==> config.mk <==
export PLATFORM = sky130hd
export DESIGN_NAME = alu_operand_sequencer_flat
export DESIGN_NICKNAME = d
export VERILOG_FILES = /design/src/rtl/alu_pkg.sv /design/src/rtl/alu_operand_sequencer_if.sv /design/src/rtl/alu_strobe_timer.sv /design/src/rtl/alu_operand_sequencer.sv /design/src/flat_wrapper.sv
export SDC_FILE = /design/constraint.sdc
export NUM_CORES = 1
export LEC_CHECK = 0
export CAP_MARGIN = 20
export CORE_UTILIZATION = 51
export CTS_CLUSTER_DIAMETER = 100
export DETAILED_ROUTE_END_ITERATION = 7
export PLACE_DENSITY = 0.86
export SYNTH_ARGS = -nofsm -noshare
export SYNTH_HDL_FRONTEND = slang
export SYNTH_SLANG_ARGS = --single-unit
==> constraint.sdc <==
create_clock -name clk -period 2.8 [get_ports clk]
set_input_delay 0.42 -clock clk [delete_from_list [all_inputs] [get_ports clk]]
set_output_delay 0.42 -clock clk [all_outputs]
set_load 0.02 [all_outputs]
==> src/rtl/alu_pkg.sv <==
// alu_pkg: opcodes, nibble indices and sequencer states shared by the ALU control FSM and its host-side sequencer
package alu_pkg;

    localparam logic [3:0] OP_ADD = 4'h1;
    localparam logic [3:0] OP_SUB = 4'h2;
    localparam logic [3:0] OP_MUL = 4'h3;
    localparam logic [3:0] OP_DIV = 4'h4;
    localparam logic [3:0] OP_CMP = 4'h5;

    localparam logic [1:0] NIB_A  = 2'd0;
    localparam logic [1:0] NIB_B  = 2'd1;
    localparam logic [1:0] NIB_OP = 2'd2;

    typedef enum logic [2:0] {
        ST_IDLE,
        ST_SETUP,
        ST_PULSE,
        ST_GAP,
        ST_WAIT,
        ST_DONE
    } seq_state_e;

    function automatic logic is_legal_op(input logic [3:0] op);
        return op inside {OP_ADD, OP_SUB, OP_MUL, OP_DIV, OP_CMP};
    endfunction

endpackage

==> src/rtl/alu_operand_sequencer_if.sv <==
// alu_operand_sequencer_if: host command/result handshake between a master and the sequencer
interface alu_operand_sequencer_if;

    logic       cmd_valid;
    logic       cmd_ready;
    logic [3:0] cmd_a;
    logic [3:0] cmd_b;
    logic [3:0] cmd_op;
    logic       res_valid;
    logic [7:0] res_data;
    logic       res_err;

    modport master (
        output cmd_valid, cmd_a, cmd_b, cmd_op,
        input  cmd_ready, res_valid, res_data, res_err
    );

    modport slave (
        input  cmd_valid, cmd_a, cmd_b, cmd_op,
        output cmd_ready, res_valid, res_data, res_err
    );

endinterface

==> src/rtl/alu_strobe_timer.sv <==
// alu_strobe_timer: loadable down-counter; done while the count sits at zero
module alu_strobe_timer #(
    parameter int W = 3
) (
    input  logic         clk,
    input  logic         reset,
    input  logic         load,
    input  logic [W-1:0] load_val,
    output logic         done
);

    logic [W-1:0] cnt_q, cnt_d;

    always_comb begin
        cnt_d = load ? load_val : (cnt_q != '0 ? cnt_q - W'(1) : cnt_q);
    end

    always_ff @(posedge clk or negedge reset) begin
        if (!reset) cnt_q <= '0;
        else        cnt_q <= cnt_d;
    end

    assign done = (cnt_q == '0);

endmodule

==> src/rtl/alu_operand_sequencer.sv <==
// alu_operand_sequencer: takes one A/B/op command and feeds it to the ALU as three strobed nibbles,
// then returns the ALU result after a fixed latency (or an immediate error for an illegal opcode).
module alu_operand_sequencer
    import alu_pkg::*;
#(
    parameter int SETUP_CYC  = 2,
    parameter int PULSE_CYC  = 4,
    parameter int GAP_CYC    = 4,
    parameter int RESULT_LAT = 3
) (
    input  logic                    clk,
    input  logic                    reset,
    alu_operand_sequencer_if.slave  host,
    output logic [3:0]              datain,
    output logic                    read_next,
    input  logic [7:0]              alu_y,
    output logic                    busy
);

    localparam int MAX_SP = SETUP_CYC > PULSE_CYC ? SETUP_CYC : PULSE_CYC;
    localparam int MAX_GR = GAP_CYC > RESULT_LAT ? GAP_CYC : RESULT_LAT;
    localparam int MAX_P  = MAX_SP > MAX_GR ? MAX_SP : MAX_GR;
    localparam int CW     = $clog2(MAX_P + 1);

    seq_state_e state_q, state_d;
    logic [1:0] idx_q, idx_d;
    logic [3:0] a_q, a_d, b_q, b_d, op_q, op_d;
    logic       err_q, err_d;
    logic [3:0] datain_q, datain_d;
    logic       read_next_q, read_next_d;
    logic       cmd_ready_q, cmd_ready_d;
    logic       busy_q, busy_d;
    logic       res_valid_q, res_valid_d;
    logic [7:0] res_data_q, res_data_d;
    logic       res_err_q, res_err_d;
    logic          tmr_load, tmr_done;
    logic [CW-1:0] tmr_val;

    alu_strobe_timer #(.W(CW)) u_timer (
        .clk      (clk),
        .reset    (reset),
        .load     (tmr_load),
        .load_val (tmr_val),
        .done     (tmr_done)
    );

    always_comb begin
        state_d     = state_q;
        idx_d       = idx_q;
        a_d         = a_q;
        b_d         = b_q;
        op_d        = op_q;
        err_d       = err_q;
        res_valid_d = 1'b0;
        res_data_d  = res_data_q;
        res_err_d   = res_err_q;
        case (state_q)
            ST_IDLE: if (host.cmd_valid && cmd_ready_q) begin
                a_d     = host.cmd_a;
                b_d     = host.cmd_b;
                op_d    = host.cmd_op;
                idx_d   = NIB_A;
                err_d   = !is_legal_op(host.cmd_op);
                state_d = err_d ? ST_DONE : ST_SETUP;
            end
            ST_SETUP: if (tmr_done) state_d = ST_PULSE;
            ST_PULSE: if (tmr_done) state_d = ST_GAP;
            ST_GAP: if (tmr_done) begin
                state_d = (idx_q == NIB_OP) ? ST_WAIT : ST_SETUP;
                idx_d   = (idx_q == NIB_OP) ? idx_q : idx_q + 2'd1;
            end
            ST_WAIT: if (tmr_done) state_d = ST_DONE;
            ST_DONE: begin
                state_d     = ST_IDLE;
                res_valid_d = 1'b1;
                res_err_d   = err_q;
                res_data_d  = err_q ? 8'h00 : alu_y;
            end
            default: state_d = ST_IDLE;
        endcase
        // Every state change reloads the timer with the new state's length minus one.
        tmr_load    = (state_d != state_q);
        tmr_val     = state_d == ST_SETUP ? CW'(SETUP_CYC - 1) :
                      state_d == ST_PULSE ? CW'(PULSE_CYC - 1) :
                      state_d == ST_GAP   ? CW'(GAP_CYC - 1)   :
                      state_d == ST_WAIT  ? CW'(RESULT_LAT - 1) : '0;
        datain_d    = (state_d inside {ST_SETUP, ST_PULSE, ST_GAP}) ?
                      (idx_d == NIB_A ? a_d : idx_d == NIB_B ? b_d : op_d) : 4'h0;
        read_next_d = (state_d == ST_PULSE);
        cmd_ready_d = (state_d == ST_IDLE);
        busy_d      = (state_d != ST_IDLE);
    end

    always_ff @(posedge clk or negedge reset) begin
        if (!reset) begin
            state_q     <= ST_IDLE;
            idx_q       <= NIB_A;
            a_q         <= '0;
            b_q         <= '0;
            op_q        <= '0;
            err_q       <= 1'b0;
            datain_q    <= '0;
            read_next_q <= 1'b0;
            cmd_ready_q <= 1'b1;
            busy_q      <= 1'b0;
            res_valid_q <= 1'b0;
            res_data_q  <= '0;
            res_err_q   <= 1'b0;
        end else begin
            state_q     <= state_d;
            idx_q       <= idx_d;
            a_q         <= a_d;
            b_q         <= b_d;
            op_q        <= op_d;
            err_q       <= err_d;
            datain_q    <= datain_d;
            read_next_q <= read_next_d;
            cmd_ready_q <= cmd_ready_d;
            busy_q      <= busy_d;
            res_valid_q <= res_valid_d;
            res_data_q  <= res_data_d;
            res_err_q   <= res_err_d;
        end
    end

    assign datain         = datain_q;
    assign read_next      = read_next_q;
    assign busy           = busy_q;
    assign host.cmd_ready = cmd_ready_q;
    assign host.res_valid = res_valid_q;
    assign host.res_data  = res_data_q;
    assign host.res_err   = res_err_q;

endmodule

==> src/flat_wrapper.sv <==
// flat-port wrapper written by rule: the top's interface ports become plain ports
module alu_operand_sequencer_flat import alu_pkg::*;
#(
    parameter int SETUP_CYC  = 2,
    parameter int PULSE_CYC  = 4,
    parameter int GAP_CYC    = 4,
    parameter int RESULT_LAT = 3
)
  (clk, reset, datain, read_next, alu_y, busy, host_cmd_valid, host_cmd_a, host_cmd_b, host_cmd_op, host_cmd_ready, host_res_valid, host_res_data, host_res_err);
  alu_operand_sequencer_if host_i ();
  input  logic clk;
  input  logic reset;
  output logic [3:0] datain;
  output logic read_next;
  input  logic [7:0] alu_y;
  output logic busy;
  input wire logic [$bits(host_i.cmd_valid)-1:0] host_cmd_valid;
  input wire logic [$bits(host_i.cmd_a)-1:0] host_cmd_a;
  input wire logic [$bits(host_i.cmd_b)-1:0] host_cmd_b;
  input wire logic [$bits(host_i.cmd_op)-1:0] host_cmd_op;
  output wire logic [$bits(host_i.cmd_ready)-1:0] host_cmd_ready;
  output wire logic [$bits(host_i.res_valid)-1:0] host_res_valid;
  output wire logic [$bits(host_i.res_data)-1:0] host_res_data;
  output wire logic [$bits(host_i.res_err)-1:0] host_res_err;
  assign host_i.cmd_valid = host_cmd_valid;
  assign host_i.cmd_a = host_cmd_a;
  assign host_i.cmd_b = host_cmd_b;
  assign host_i.cmd_op = host_cmd_op;
  assign host_cmd_ready = host_i.cmd_ready;
  assign host_res_valid = host_i.res_valid;
  assign host_res_data = host_i.res_data;
  assign host_res_err = host_i.res_err;
  alu_operand_sequencer #(.SETUP_CYC(SETUP_CYC), .PULSE_CYC(PULSE_CYC), .GAP_CYC(GAP_CYC), .RESULT_LAT(RESULT_LAT)) u_core (.clk(clk), .reset(reset), .host(host_i), .datain(datain), .read_next(read_next), .alu_y(alu_y), .busy(busy));
endmodule
# ---- After elaboration in Yosys (flattened, before gate mapping)
# Index checks and enable logic that the tools add are counted.
dict set report totals {
  register_bits 38
  inputBits 23
}
dict set report classes {
  n_addsub 2
  n_eq_ne 17
  muxes 29
  n_reduce_logical 12
}
# operator n
set ops {}
lappend ops {{3-bit two-way mux} 12}
lappend ops {{4-bit two-way mux} 9}
lappend ops {{3-bit case mux with 5 select lines} 1}
lappend ops {{3-bit by 2-bit equality test with 1-bit output, second input constant} 4}
lappend ops {{3-bit equality test, second input constant} 3}
lappend ops {{3-bit zero test} 3}
lappend ops {{3-bit nonzero test} 3}
lappend ops {{4-bit by 2-bit equality test with 1-bit output, second input constant} 2}
lappend ops {{4-bit by 3-bit equality test with 1-bit output, second input constant} 2}
lappend ops {{2-bit two-way mux} 4}
lappend ops {{8-bit two-way mux} 1}
lappend ops {{3-bit by 1-bit equality test with 1-bit output, second input constant} 2}
lappend ops {{5-bit nonzero test} 1}
lappend ops {{4-bit by 1-bit equality test with 1-bit output, second input constant} 1}
lappend ops {{2-bit case mux with 2 select lines} 1}
lappend ops {{3-bit != test} 1}
lappend ops {{3-bit by 1-bit subtractor with 3-bit output, second input constant} 1}
lappend ops {{2-bit by 1-bit adder with 2-bit output, second input constant} 1}
lappend ops {{2-bit by 1-bit equality test with 1-bit output, second input constant} 1}
lappend ops {{2-bit equality test, second input constant} 1}
lappend ops {{2-bit zero test} 1}
lappend ops {{2-bit AND reduction} 1}
lappend ops {{2-bit nonzero test} 1}
lappend ops {{1-bit logical AND} 1}
lappend ops {{other kinds (2)} 2}

# ---- Longest topological paths before layout
# Gate-level depths: netlist of run 1.
dict set report depth {
  depth_word 11
  ltp_mapped 8
  ltp_nobuf 8
}

# ---- Modules after synthesis
# A second synthesis of run 1 with hierarchy kept.
dict set report unflattened {
  hier_cells 173
  area_unflattened_um2 1863.0
}
# module n_inst cells_each area_each_um2
set by_module_without_submodules {}
lappend by_module_without_submodules {alu_operand_sequencer 1 152 1662.8}
lappend by_module_without_submodules {alu_strobe_timer 1 21 200.2}

# ---- Worst setup path after synthesis of run 1
# Ideal clock, no wire load.
dict set report synth_path {
  path_kind {register -> register}
  startpoint {reg u_core.u_timer.cnt_q[0]}
  endpoint {reg u_core.datain_q[1], in the netlist u_core.datain[1]}
  setup_time_ns 0.125
  t_arrival_ns 1.739
  t_required_ns 2.675
  path_slack_ns 0.935
  path_stages_with_launch 9
  n_path_buf 1
  synth_period_minus_slack_ns 1.865
  cell_sequence {dfrtp_1 > inv_1 > ha_1 > and4bb_4 > and3_1 > buf_2 > or4_1 > o2111ai_1 > a21boi_1}
}
dict set report synth_between {
  elab_chain_len 7
}
# item line
set synth_rtl {}
lappend synth_rtl {{start, declared} alu_strobe_timer.sv:12} ;# logic [W-1:0] cnt_q, cnt_d;
lappend synth_rtl {{start signal, assigned} alu_strobe_timer.sv:20} ;# else cnt_q <= cnt_d;
lappend synth_rtl {{3-bit zero test (*)} alu_strobe_timer.sv:23} ;# assign done = (cnt_q == '0);
lappend synth_rtl {{2-bit two-way mux} alu_operand_sequencer.sv:68} ;# ST_GAP: if (tmr_done) begin
lappend synth_rtl {{2-bit case mux with 2 select lines} alu_operand_sequencer.sv:57} ;# case (state_q)
lappend synth_rtl {{2-bit by 1-bit equality test with 1-bit output} alu_operand_sequencer.sv:88} ;# (idx_d == NIB_A ? a_d : idx_d == NIB_B ? b_d : op_d) : 4'h0;
lappend synth_rtl {{4-bit two-way mux (2 in series)} alu_operand_sequencer.sv:88}
lappend synth_rtl {{4-bit two-way mux (*)} alu_operand_sequencer.sv:87} ;# datain_d = (state_d inside {ST_SETUP, ST_PULSE, ST_GAP}) ?
lappend synth_rtl {{net u_core.datain_d[1]} alu_operand_sequencer.sv:29} ;# logic [3:0] datain_q, datain_d;
lappend synth_rtl {{end signal, assigned} alu_operand_sequencer.sv:116} ;# datain_q <= datain_d;
lappend synth_rtl {{end, declared} alu_operand_sequencer.sv:29}
# Mark *: on every way through the listed nets, which the timed path passes. The rest lies on a longest branch.
# A chain may end at the register's enable or synchronous reset.

# ---- Worst setup path after layout of run 1
dict set report layout_path {
  startpoint {reg u_core.state_q[2]}
  endpoint {reg u_core.datain_q[0], in the netlist u_core.datain[0]}
}
dict set report layout_between {
  elab_chain_len 6
}
# item line
set layout_rtl {}
lappend layout_rtl {{start, declared} alu_operand_sequencer.sv:25} ;# seq_state_e state_q, state_d;
lappend layout_rtl {{start signal, assigned} alu_operand_sequencer.sv:110} ;# state_q <= state_d;
lappend layout_rtl {{3-bit by 2-bit equality test with 1-bit output or 3-bit zero test (tied branches)} alu_operand_sequencer.sv:57}
lappend layout_rtl {{2-bit case mux with 2 select lines (*)} alu_operand_sequencer.sv:57}
lappend layout_rtl {{net u_core.idx_d[1]} alu_operand_sequencer.sv:26} ;# logic [1:0] idx_q, idx_d;
lappend layout_rtl {{2-bit by 1-bit equality test with 1-bit output} alu_operand_sequencer.sv:88}
lappend layout_rtl {{4-bit two-way mux} alu_operand_sequencer.sv:88}
lappend layout_rtl {{4-bit two-way mux (*)} alu_operand_sequencer.sv:88}
lappend layout_rtl {{4-bit two-way mux (*)} alu_operand_sequencer.sv:87}
lappend layout_rtl {{net u_core.datain_d[0]} alu_operand_sequencer.sv:29}
# Marks and branches as above.

==> results of run 1 <==
-- state kept, by name, summed over array words and instances, names as in the netlist --
register               flops
u_core.a_q                 4
u_core.b_q                 4
u_core.busy                1
u_core.datain              4
u_core.err_q               1
u_core.host.cmd_ready      1
u_core.host.res_data       8
u_core.host.res_err        1
u_core.host.res_valid      1
u_core.idx_q               2
u_core.op_q                4
u_core.read_next           1
u_core.state_q             3
u_core.u_timer.cnt_q       3
-- placed cells by master, fill, tap and decap left out, types with 4 or more instances in the layout --
cell and count:
and3_1 5, dfrtp_1 37, nand2b_1 11, nand2_1 46, nor2_1 7, inv_1 9
ha_1 4, nor2b_1 6, nand3_1 4, o21a_1 4, o21ai_1 5, clkbuf_4 5
clkdlybuf4s50_1 38, nor4_1 4, o21ai_0 9
-- final cells by class --
| class | count | area, um2 |
|---|---|---|
| clock buffers | 6 | 51.3 |
| clock inverters | 2 | 60.1 |
| fillers | 271 | 1020 |
| inverters | 10 | 37.5 |
| multi-input cells | 138 | 806 |
| flip-flops and latches | 38 | 952 |
| well taps | 46 | 57.6 |
| repair buffers | 41 | 400 |
-- path summary, 6_finish.rpt --
kind / start / endpoint / slack [ns]
min in group clk: u_core.op_q[0]$_DFF_PN0_ / u_core.op_q[0]$_DFF_PN0_ / 0.48
worst max register to register: u_core.state_q[2]$_DFF_PN0_ / u_core.datain[0]$_DFF_PN0_ / 0.66
worst min-delay path: reset / u_core.host.res_data[4]$_DFFE_PN0P_ / 0.17
worst min register to register: u_core.op_q[0]$_DFF_PN0_ / u_core.op_q[0]$_DFF_PN0_ / 0.48
worst max-delay path: u_core.state_q[2]$_DFF_PN0_ / u_core.datain[0]$_DFF_PN0_ / 0.66
max in group asynchronous: reset / u_core.u_timer.cnt_q[2]$_DFFE_PN0P_ / 2.13
-- cells in the mapped netlist (2+ instances only) --
library cell and count:
nor2b_1 6, o21ai_1 5, and3_1 5, a21oi_1 3, nand3_1 4, nand2_1 46
clkbuf_1 3, nor2_1 7, ha_1 4, nor4_1 4, o21ai_0 9, o21a_1 4
a21boi_1 2, a32oi_1 2, a31oi_1 2, buf_2 5, dfrtp_1 37, inv_1 9
o211a_1 3, nand2b_1 11, nor3_1 3
-- critical path, stage by stage (launching register included) --
cell	delay [ns]
dfrtp_1	0.51
nor3_2	0.36
nand3_2	0.26
a31oi_1	0.33
inv_2	0.11
nor4_1	0.37
o21a_1	0.15
-- per-stage QoR --
stage / std cells / power [W] / area (um2) / utilization [%] / worst slack, ns
2_1_floorplan: 195 / 0.00169 / 1840 / - / 0.935
3_3_place_gp: 273 / 0.00205 / 2250 / 66.5 / 0.699
3_5_place_dp: 273 / 0.00207 / 2250 / 66.5 / 0.635
4_1_cts: 281 / 0.00256 / 2360 / 69.8 / 0.691
5_1_grt: 281 / 0.00274 / 2360 / 69.8 / 0.493
6_report: 281 / 0.00254 / 2360 / 69.8 / 0.664
-- power by group --
part	switching (W)	internal, W	leakage (nW)
Sequential	0.000161	0.000791	0.473
Clock	0.000173	0.000303	0.0585
Combinational	0.000569	0.000541	0.589
Total	0.000902	0.00163	1.12
-- metal layers --
metal / track usage, % / share of wire (%) / vias to the layer above
met5: 0 / 0 / -
met4: 9.21 / 1.4 / 0
met3: 4.35 / 5.8 / 7
met2: 31.5 / 44 / 51
met1: 27.0 / 48 / 664
li1: - / - / 739
-- logic make-up (layout without fill, tap and decap cells) --
group / Yosys count / count (layout) / synth area share [%]
mux: 3 / 3 / 1.77
fa+ha+maj: 4 / 4 / 2.73
buf+inv: 19 / 59 / 4.23
xor+xnor: 2 / 2 / 0.955
flops: 38 / 38 / 51.9
simple gates: 92 / 92 / 24.8
compound gates: 37 / 37 / 13.6
==> impl_metrics.tcl, run 1 <==
set metrics [dict create \
    dieWidth_um 62.0 \
    ys.warnings.count 0 \
    yosysUniqueCellTypes 42 \
    synth_edf_count 0 \
    synth_top_area_cell "dfrtp_1" \
    setup_tns_ns 0 \
    hold_violations 0 \
    rsz0062_at_grt "false" \
    cts_made_buffers 5 \
    startpoint_type "flip-flop" \
    n_antenna_cell 0 \
    ys.flop_type "dfrtp_1" \
    arrival_ns 2.42 \
    drive_gt1_share_pct 7.23 \
    grt.total_usage_pct 20.2 \
    synthArstFlopShare_pct 100 \
    postCtsHoldBufs 0 \
    dr.pass1.iters 4 \
    final.hold.worst_slack_ns 0.165 \
    antenna_found_initial 0 \
    crit_type "reg -> reg" \
    grt-ovfl-total 0 \
    path_clk_slew_ns 0.11 \
    worstMarginPinSlew_ns 0.802 \
    drt_iter0_drc 72 \
    ir_worst_vdd_v 0.000720 \
    gp_congestion 0.856 \
    slew_violations 0 \
    grt_max_degree 39 \
    grt_pass1_wl_um 5590 \
    row_count 21 \
    final_nets 261 \
    grt_pass1_vias 1260 \
    avgSynthCellArea_um2 9.41 \
    die_area_mm2 0.00384 \
    synthToLayoutAreaGrowth_pct 28.8 \
    finalWirelength_um 3480 \
    clock_path_buffers 2 \
    synth_fp_nets 222 \
    clock_sinks 38 \
    setup_viol 0 \
    critical_path_peak_fanout 12 \
    min_path_type "in -> async" \
    slew_headroom_pct 46.5 \
    drc 0 \
    cap_violations 0 \
    cts_max_level 2 \
    fmax_mhz 468 \
    final.min_clock_period_ns 2.14 \
    initial_core_util_pct 54.2 \
    synthesis.area_mm2 0.00184 \
    crit_required_ns 3.09 \
    synth_top_area_share_pct 50.4 \
    seq_area_frac_synth_pct 51.9 \
    fin_crit_sh_pct 76.3 \
    yosys_register_bits 38 \
    r2r_cells 6 \
    synth_area_leaders "dfrtp_1 50%, nand2_1 9.4%, nand2b_1 3.7%, ha_1 2.7%, o21ai_0 2.5%" \
    clk_latency_ns 0.34 \
    final_antenna_net_count 0 \
    status "completed" \
    portBuffers 39 \
    synth_cells 195 \
    tritoncts "yes" \
    cts_root_buffer "clkbuf_4" \
    power_density_mw_per_mm2 1070 \
    end_kind "flip-flop" \
    leakagePower_nw 1.12 \
    wl_per_cell_um 12.4 \
    cts_resized 0 \
    dp_hpwl_um 2530 \
    fin_skew_ns 0.00876 \
    fp.dieH_um 62.0 \
    cts_setup_buffers 0 \
    viasPerCell 5.20 \
    ios 40 \
    num_vias 1461 \
    core_mm2 0.00339 \
]
Note: power is estimated with default switching activity, not from simulation.
==> run 2, diff against run 1 <==
--- a/config.mk
+++ b/config.mk
@@ -6,10 +6,10 @@
 export NUM_CORES = 1
 export LEC_CHECK = 0
 export CAP_MARGIN = 20
-export CORE_UTILIZATION = 51
+export CORE_UTILIZATION = 45
 export CTS_CLUSTER_DIAMETER = 100
 export DETAILED_ROUTE_END_ITERATION = 7
-export PLACE_DENSITY = 0.86
+export PLACE_DENSITY = 0.81
 export SYNTH_ARGS = -nofsm -noshare
 export SYNTH_HDL_FRONTEND = slang
 export SYNTH_SLANG_ARGS = --single-unit
==> constraint.sdc (replaced) <==
create_clock -name clk -period 1.85 [get_ports clk]
set_input_delay 0.2775 -clock clk [delete_from_list [all_inputs] [get_ports clk]]
set_output_delay 0.2775 -clock clk [all_outputs]
set_load 0.02 [all_outputs]
==> run 2 against run 1 <==
  * The run now ends with negative setup slack left
  * Global-route usage increased by 1.0 points
  * Fmax increased by 15%
  * Highest routed layer unchanged
  * Flip-flop and latch count unchanged
  * Sequential power increased by 51%
  * Critical path depth increased by 2
  * Die area increased by 13%
  * First-iteration DRC count increased by 44%
  * Design area increased by 11%
  * Worst setup slack got worse by 0.67 ns
  * Non-clock buffer count increased by 20
  * Total power increased by 68%
==> impl_metrics.tcl, run 2 (synthesis results as in run 1) <==
set metrics [dict create \
    status "finished with violations" \
    violations "negative setup slack" \
    slew_violations 0 \
    r2r-start "u_core.u_timer.cnt_q[0]$_DFFE_PN0P_" \
    num_vias 1571 \
    grt.total_usage_pct 21.2 \
    ir_worst_vdd_v 0.000838 \
    ios 40 \
    reg2reg_slack_ns -0.008 \
    cap_violations 0 \
    die_area_mm2 0.00434 \
    dp.cells 294 \
    path_cells "inv_2, ha_4, nor2b_1, a31o_1, a211o_1, a21boi_1, buf_4, mux2_1" \
    grt-ovfl-total 0 \
    gp_congestion 0.820 \
    place_ws_ns -0.0670 \
    dr.pass1.iters 4 \
    worst_r2r_endpoint "u_core.u_timer.cnt_q[0]$_DFFE_PN0P_" \
    worst_path_max_delay_cell "dfrtp_1" \
    end_kind "flip-flop" \
    portBuffers 39 \
    row_count 22 \
    postCtsHoldBufs 0 \
    hold_violations 0 \
    initial_core_util_pct 48.3 \
    tritoncts "yes" \
    cts_made_buffers 5 \
    setup_tns_ns -0.00780 \
    layout_common_cells "45 x nand2_1, 38 x clkdlybuf4s50_1, 37 x dfrtp_1" \
    fin_ws_ns -0.00780 \
    power_density_mw_per_mm2 1630 \
    p_total_w 0.00427 \
    final.min_clock_period_ns 1.86 \
    critical_path_peak_fanout 5 \
    crit_required_ns 2.03 \
    fmax_mhz 538 \
    finalWirelength_um 4240 \
    fin_crit_sh_pct 100 \
    layoutNonFillerInstCount 303 \
    crit_family "compound AO/OA/AOI/OAI gates" \
    drc 0 \
    n_antenna_cell 0 \
    path_clk_slew_ns 0.07 \
    clk_latency_ns 0.29 \
    viasPerCell 5.18 \
    worstMarginPinSlew_ns 0.472 \
    final_common_cell "nand2_1" \
    grt_pass1_vias 1512 \
    grt_pass1_wl_um 6930 \
    final.hold.worst_slack_ns 0.0225 \
    leakagePower_nw 1.22 \
    drive_gt1_share_pct 21.2 \
    largest_register_ffs 8 \
    final_antenna_net_count 0 \
    wl_per_cell_um 14.0 \
    dieWidth_um 65.9 \
    fp.dieH_um 65.9 \
    slew_headroom_pct 68.5 \
    arrival_ns 2.03 \
    clock_sinks 38 \
    rsz0062_at_grt "true" \
    setup_viol 1 \
    max_stage_delay_ns 0.39 \
    cts_root_buffer "clkbuf_8" \
    cts_max_level 2 \
    core_mm2 0.00380 \
    min_path_type "in -> async" \
    clock_path_buffers 2 \
    grt_max_degree 39 \
    dp_hpwl_um 2790 \
    synthToLayoutAreaGrowth_pct 42.5 \
    crit_type "reg -> reg" \
    startpoint_type "flip-flop" \
    fillers 302 \
    final_nets 281 \
    antenna_found_initial 0 \
    drt_iter0_drc 104 \
    r2r_cells 8 \
    crit_buf_inv 2 \
    fin_skew_ns 0.00296 \
]
-- run 2: per-layer routing --
metal  GRT usage (%)  part of all wire, %  vias to the layer above
met4            7.61                 0.80                        0
met2            33.0                   48                       50
li1                -                    -                      777
met1            27.8                   46                      740
met3            6.38                  5.5                        4
met5               0                    0                        -
-- run 2: what timing repair did --
item                                    CTS  global route
resized for setup                         6            17
setup buffers                             0             1
pin swaps                                 0             5
endpoints found under the setup margin    5             6
-- run 2: worst max path at each step --
| stage | startpoint | end | cells past startpoint |
|---|---|---|---|
| 5_1_grt | u_core.u_timer.cnt_q[0]$_DFFE_PN0P_ | u_core.u_timer.cnt_q[0]$_DFFE_PN0P_ | 8 |
| 2_1_floorplan | u_core.u_timer.cnt_q[0]$_DFFE_PN0P_ | u_core.datain[1]$_DFF_PN0_ | 8 |
| 6_report | u_core.u_timer.cnt_q[0]$_DFFE_PN0P_ | u_core.u_timer.cnt_q[0]$_DFFE_PN0P_ | 8 |
| 3_3_place_gp | host_cmd_valid | u_core.datain[1]$_DFF_PN0_ | 5 |
| 4_1_cts | u_core.u_timer.cnt_q[0]$_DFFE_PN0P_ | u_core.datain[0]$_DFF_PN0_ | 8 |
| 3_5_place_dp | u_core.u_timer.cnt_q[0]$_DFFE_PN0P_ | u_core.datain[2]$_DFF_PN0_ | 7 |
-- run 2: worst reg2reg max path, cell delays in order (launching register included) --
cell and delay, ns:
dfrtp_1 0.39, inv_2 0.08, ha_4 0.15, nor2b_1 0.27, a31o_1 0.21, a211o_1 0.15
a21boi_1 0.06, buf_4 0.15, mux2_1 0.27
-- run 2: where the power goes --
part	total, W	leakage [nW]	switching [W]	internal, W
Sequential	0.00144	0.473	0.000237	0.00120
Clock	0.000592	0.0472	0.000293	0.000299
Combinational	0.00224	0.700	0.00111	0.00113
Total	0.00427	1.22	0.00164	0.00263
-- run 2: through the flow --
stage	util, %	cell area (um2)
floorplan	-	1840
global placement	63.2	2400
detailed placement	63.2	2400
CTS	66.4	2520
global route	68.9	2620
finish	68.9	2620
-- run 2: layout make-up --
type                       instances  area (um2)  share of cell area (%)
clock buffer                       6        82.6                    3.16
clock inverter                     2        12.5                   0.478
inverter                          10        37.5                    1.43
multi-input combinational        138         921                    35.2
sequential                        38         952                    36.4
tap                               48        60.1                    2.30
timing repair buffer              61         551                    21.0
==> run 3, diff against run 2 <==
--- a/config.mk
+++ b/config.mk
@@ -8,6 +8,7 @@
 export CAP_MARGIN = 20
 export CORE_UTILIZATION = 45
 export CTS_CLUSTER_DIAMETER = 100
+export CTS_CLUSTER_SIZE = 30
 export DETAILED_ROUTE_END_ITERATION = 7
 export PLACE_DENSITY = 0.81
 export SYNTH_ARGS = -nofsm -noshare
==> results of run 3 <==
Same layout as run 2: the final DEF is identical, and so are final timing and power.
